<file path="src/rtl/jk_drive_sequencer.sv">
// Converts a FIFO of desired flop states into one-cycle J/K drive pulses for an external
// JK flop bank, then checks feedback. Define JK_TOGGLE_PREF_EN to resolve don't-cares to 1.
module jk_drive_sequencer #(
    parameter int WIDTH = 4,
    parameter int DEPTH = 4
) (
    input  logic             clk,
    input  logic             rst,
    input  logic             tgt_valid,
    input  logic [WIDTH-1:0] tgt_data,
    output logic             tgt_ready,
    output logic [WIDTH-1:0] j,
    output logic [WIDTH-1:0] k,
    input  logic [WIDTH-1:0] q_fb,
    output logic             done,
    output logic             err,
    input  logic             err_clr,
    output logic             busy,
    output logic [7:0]       xfer_count
);
    localparam int AW = (DEPTH > 1) ? $clog2(DEPTH) : 1;
    localparam int CW = $clog2(DEPTH + 1);

    typedef enum logic [1:0] {S_IDLE, S_DRIVE, S_CHECK} state_t;

    state_t           r_state;
    state_t           w_state_next;
    logic [WIDTH-1:0] r_mem [DEPTH];
    logic [AW-1:0]    r_wr_ptr;
    logic [AW-1:0]    r_rd_ptr;
    logic [CW-1:0]    r_count;
    logic [WIDTH-1:0] r_sh;
    logic [WIDTH-1:0] r_cur;
    logic [WIDTH-1:0] r_j;
    logic [WIDTH-1:0] r_k;
    logic             r_err;
    logic [7:0]       r_xfer;

    logic             w_full;
    logic             w_empty;
    logic             w_push;
    logic             w_pop;
    logic [WIDTH-1:0] w_head;
    logic [WIDTH-1:0] w_present;
    logic [WIDTH-1:0] w_j;
    logic [WIDTH-1:0] w_k;

    assign w_full    = (r_count == CW'(DEPTH));
    assign w_empty   = (r_count == '0);
    assign tgt_ready = !rst && !w_full;
    assign w_push    = tgt_valid && tgt_ready;
    assign w_pop     = !w_empty && ((r_state == S_IDLE) || (r_state == S_CHECK));
    assign w_head    = r_mem[r_rd_ptr];
    // In CHECK the flops have just updated, so their feedback is the freshest present state.
    assign w_present = (r_state == S_CHECK) ? q_fb : r_sh;

    generate
        for (genvar gi = 0; gi < WIDTH; gi++) begin : g_excite
`ifdef JK_TOGGLE_PREF_EN
            assign w_j[gi] = w_present[gi] | w_head[gi];
            assign w_k[gi] = ~(w_present[gi] & w_head[gi]);
`else
            assign w_j[gi] = ~w_present[gi] & w_head[gi];
            assign w_k[gi] = w_present[gi] & ~w_head[gi];
`endif
        end
    endgenerate

    always_ff @(posedge clk) begin
        if (w_push) r_mem[r_wr_ptr] <= tgt_data;
    end

    always_ff @(posedge clk) begin
        if (rst) begin
            r_wr_ptr <= '0;
            r_rd_ptr <= '0;
            r_count  <= '0;
        end else begin
            if (w_push) r_wr_ptr <= r_wr_ptr + AW'(1);
            if (w_pop)  r_rd_ptr <= r_rd_ptr + AW'(1);
            case ({w_push, w_pop})
                2'b10:   r_count <= r_count + CW'(1);
                2'b01:   r_count <= r_count - CW'(1);
                default: r_count <= r_count;
            endcase
        end
    end

    always_ff @(posedge clk) begin
        if (rst) r_state <= S_IDLE;
        else     r_state <= w_state_next;
    end

    always_comb begin
        w_state_next = r_state;
        case (r_state)
            S_IDLE:  if (!w_empty) w_state_next = S_DRIVE;
            S_DRIVE: w_state_next = S_CHECK;
            S_CHECK: w_state_next = w_empty ? S_IDLE : S_DRIVE;
            default: w_state_next = S_IDLE;
        endcase
    end

    always_comb begin
        done = (r_state == S_CHECK);
        busy = (r_state != S_IDLE) || !w_empty;
    end

    // Drive is only ever loaded on a pop, so j/k fall back to 0 (hold) after one cycle.
    always_ff @(posedge clk) begin
        if (rst) begin
            r_j   <= '0;
            r_k   <= '0;
            r_cur <= '0;
        end else if (w_pop) begin
            r_j   <= w_j;
            r_k   <= w_k;
            r_cur <= w_head;
        end else begin
            r_j   <= '0;
            r_k   <= '0;
        end
    end

    always_ff @(posedge clk) begin
        if (rst) begin
            r_sh   <= '0;
            r_err  <= 1'b0;
            r_xfer <= '0;
        end else begin
            if (r_state == S_CHECK) begin
                r_sh <= q_fb;
                if (r_xfer != 8'hFF) r_xfer <= r_xfer + 8'd1;
            end
            if ((r_state == S_CHECK) && (q_fb != r_cur)) r_err <= 1'b1;
            else if (err_clr)                           r_err <= 1'b0;
        end
    end

    assign j          = r_j;
    assign k          = r_k;
    assign err        = r_err;
    assign xfer_count = r_xfer;
endmodule

</file>
<file path="config.mk">
export PLATFORM = sky130hd
export DESIGN_NAME = jk_drive_sequencer
export DESIGN_NICKNAME = d
export VERILOG_FILES = /design/src/rtl/jk_drive_sequencer.sv
export SDC_FILE = /design/constraint.sdc
export NUM_CORES = 1
export LEC_CHECK = 0
export CAP_MARGIN = 20
export CORE_MARGIN = 2
export CORE_UTILIZATION = 37
export CTS_BUF_LIST = sky130_fd_sc_hd__clkbuf_16
export DETAILED_ROUTE_END_ITERATION = 10
export HOLD_SLACK_MARGIN = 0.15
export PLACE_DENSITY_LB_ADDON = 0.3
export SETUP_SLACK_MARGIN = 0.3
export SYNTH_ARGS = -nofsm -noshare
export SYNTH_HDL_FRONTEND = slang
export SYNTH_SLANG_ARGS = --single-unit
</file>
<file path="constraint.sdc">
create_clock -name clk -period 5.5 [get_ports clk]
set_clock_uncertainty 0.15 [all_clocks]
set_input_delay 1.65 -clock clk [delete_from_list [all_inputs] [get_ports clk]]
set_output_delay 1.65 -clock clk [all_outputs]
set_load 0.01 [all_outputs]
</file>
==> flow_metrics.env <==
export IMPL_rsz0062_at_grt="false"
export IMPL_die_y_um=79.2
export IMPL_ios=32
export IMPL_ctsRootBufferMaster="clkbuf_16"
export IMPL_ctsResizeCount=0
export IMPL_cts_tree="yes"
export IMPL_port_buffers=31
export IMPL_power_density_nw_per_um2=437
export IMPL_ys_seq_area_share_pct=57.3
export IMPL_fp_row_count=27
export IMPL_worst_pin_slew_ns=0.466
export IMPL_finalMaxSlewViolations=0
export IMPL_avgSynthCellArea_sq_um=11.6
export IMPL_async_flop_share_pct=0
export IMPL_finalNetCount=234
export IMPL_syn_area_sq_um=2090
export IMPL_netlist_instances=181
export IMPL_cts_buffers=5
export IMPL_start_util_pct=38.3
export IMPL_crit_type="input port to output port"
export IMPL_grt_max_degree=29
export IMPL_worstSkewPairLatency_ns=0.29
export IMPL_via_count=1375
export IMPL_routed_wl_um=3630
export IMPL_cp_required_ns=3.70
export IMPL_leakage_nw=0.991
export IMPL_drc=0
export IMPL_hold_viol=0
export IMPL_track_usage_pct=12.5
export IMPL_grt_first_pass_wirelength_um=5990
export IMPL_total_power_mw=1.15
export IMPL_diodes=0
export IMPL_grt_pass1_vias=1282
export IMPL_max_slew_margin_pct=68.8
export IMPL_core_area_sq_um=5470
export IMPL_start_kind="input port"
export IMPL_clk_pin_slew_ns=0.07
export IMPL_cap_violations=0
export IMPL_cts_buffer_depth=2
export IMPL_r2r_cells=8
export IMPL_routed_via_density=4.77
export IMPL_post_cts_setup_buffers=0
export IMPL_ys_types=35
export IMPL_ys_warn_count=0
export IMPL_finalCriticalPeriod_ns=4.63
export IMPL_period_share_pct=84.2
export IMPL_htree_num_levels=2
export IMPL_drive_gt1_share_pct=8.33
export IMPL_synth_seq_cells=52
export IMPL_r2r_start="r_count[2]"
export IMPL_cts_hold_buf=0
export IMPL_ir_drop_v=0.000220
export IMPL_first_iter_violations=51
export IMPL_status="completed"
export IMPL_gp_congestion=0.798
export IMPL_setup_violations_final=0
export IMPL_area_growth_pct=25.9
export IMPL_clock_sinks=52
export IMPL_syn_nets=200
export IMPL_r2r_end="r_count[2]"
export IMPL_whs_path_depth=2
export IMPL_max_freq_mhz=216
export IMPL_antenna_found_initial=0
export IMPL_crit_path_end_kind="output port"
export IMPL_wire_per_inst_um=12.6
export IMPL_firstDrtPassIters=4
export IMPL_hold_start="err"
export IMPL_post_dp_hpwl_um=2510
export IMPL_die_w_um=79.2
export IMPL_antenna_left=0
export IMPL_r2r_slack_ns=3.07
export IMPL_path_max_fanout=2
export IMPL_grt_remaining_overflow=0
export IMPL_die_area_sq_um=6280
export IMPL_min_to="err"
export IMPL_synth_edff_count=16
export IMPL_setup_tns_ns=0
export IMPL_yosys_most_used_dff="dfxtp_1"
export IMPL_hold_path_class="flip-flop to flip-flop"
export IMPL_arrival_ns=2.83
[power breakdown]
group	leakage [nW]	internal (mW)	total [mW]	switching, mW
Clock	0.0841	0.214	0.348	0.134
Sequential	0.438	0.454	0.501	0.0473
Combinational	0.469	0.144	0.303	0.158
[cell families after synthesis]
kind of cell,count (synthesis),synth area share [%]
xor gates and xnor gates,10,4.18
and+or+nand+nor,61,15.3
buffers and inverters,15,3.64
DFF,52,57.3
muxes,11,7.65
AOI/OAI and AO/OA,25,7.35
adders and majority gates,7,4.54
[worst max path at each step]
stage	start	endpoint	slack, ns
after detailed placement	rst	tgt_ready	0.85
after global routing	rst	tgt_ready	0.81
final	rst	tgt_ready	0.87
after CTS	rst	tgt_ready	0.84
after floorplan	rst	tgt_ready	1.37
after global placement	rst	tgt_ready	0.84
[routing by layer]
| metal | track usage (%) | up-vias | routed length, um |
|---|---|---|---|
| met2 | 19.4 | 27 | 1680 |
| met4 | 5.17 | 0 | 65 |
| li1 | - | 701 | - |
| met1 | 15.9 | 641 | 1730 |
| met3 | 4.55 | 6 | 152 |
| met5 | 0 | - | 0 |
[metrics by stage]
step | setup WS (ns) | utilization [%] | cell area (sq um) | instances | hold WS [ns]
floorplan | 1.37 | - | 2090 | 181 | 0.315
global placement | 0.835 | 45.1 | 2470 | 280 | 0.310
detailed placement | 0.852 | 45.1 | 2470 | 280 | 0.320
CTS | 0.840 | 48.2 | 2640 | 288 | 0.329
global route | 0.810 | 48.2 | 2640 | 288 | 0.336
finish | 0.871 | 48.2 | 2640 | 288 | 0.324
[synthesized netlist by cell type, drive strengths merged, types with 2 or more instances]
cell,n,area (sq um)
nand4,3,33.8
mux4,4,90.1
xnor2,3,26.3
nand2,10,37.5
dfxtp,36,721
nand3,2,10.0
inv,9,33.8
ha,6,75.1
and3,5,31.3
nor3,9,50.1
nor3b,2,15.0
and2,4,25.0
o21ai,8,40.0
xor2,7,61.3
buf,4,30.0
edfxtp,16,480
nor2,21,78.8
a211oi,2,20.0
mux2i,7,70.1
a21oi,10,50.1
nand2b,2,20.0
or3,3,18.8
[cell usage in the layout (no fill, tap or decap), types with 3 or more instances in the layout]
cell             synthesis  routed
nand2_1                 10      10
mux4_2                   4       4
inv_1                    9       9
dfxtp_1                 36      36
clkbuf_16                0       5
xor2_1                   7       7
nor2_1                  21      21
a21oi_1                 10      10
o21ai_0                  8       8
mux2i_1                  7       7
or3_1                    3       3
edfxtp_1                16      16
and3_1                   5       5
ha_1                     6       6
xnor2_1                  3       3
nor3_1                   8       8
clkdlybuf4s50_1          0      31
and2_1                   4       4
[cell type report]
class	instances	area, sq um
inverter	10	42.5
clock inverter	3	42.5
tap	72	90.1
timing repair buffer	32	318
clock buffer	5	125
multi-input combinational	114	817
fill	512	2840
sequential	52	1200
[state kept, by name (all words and copies together), names as in the netlist, named ones only]
name,flops
r_count,3
xfer_count,8
r_sh,4
r_mem,16
j,4
err,1
r_cur,4
r_wr_ptr,2
k,4
r_state,2
r_rd_ptr,2
[critical path: stages]
cell and delay [ns]:
clkdlybuf4s50_1 0.45, a21oi_1 0.16, clkdlybuf4s50_1 0.56
(Power assumes the default switching activity.)
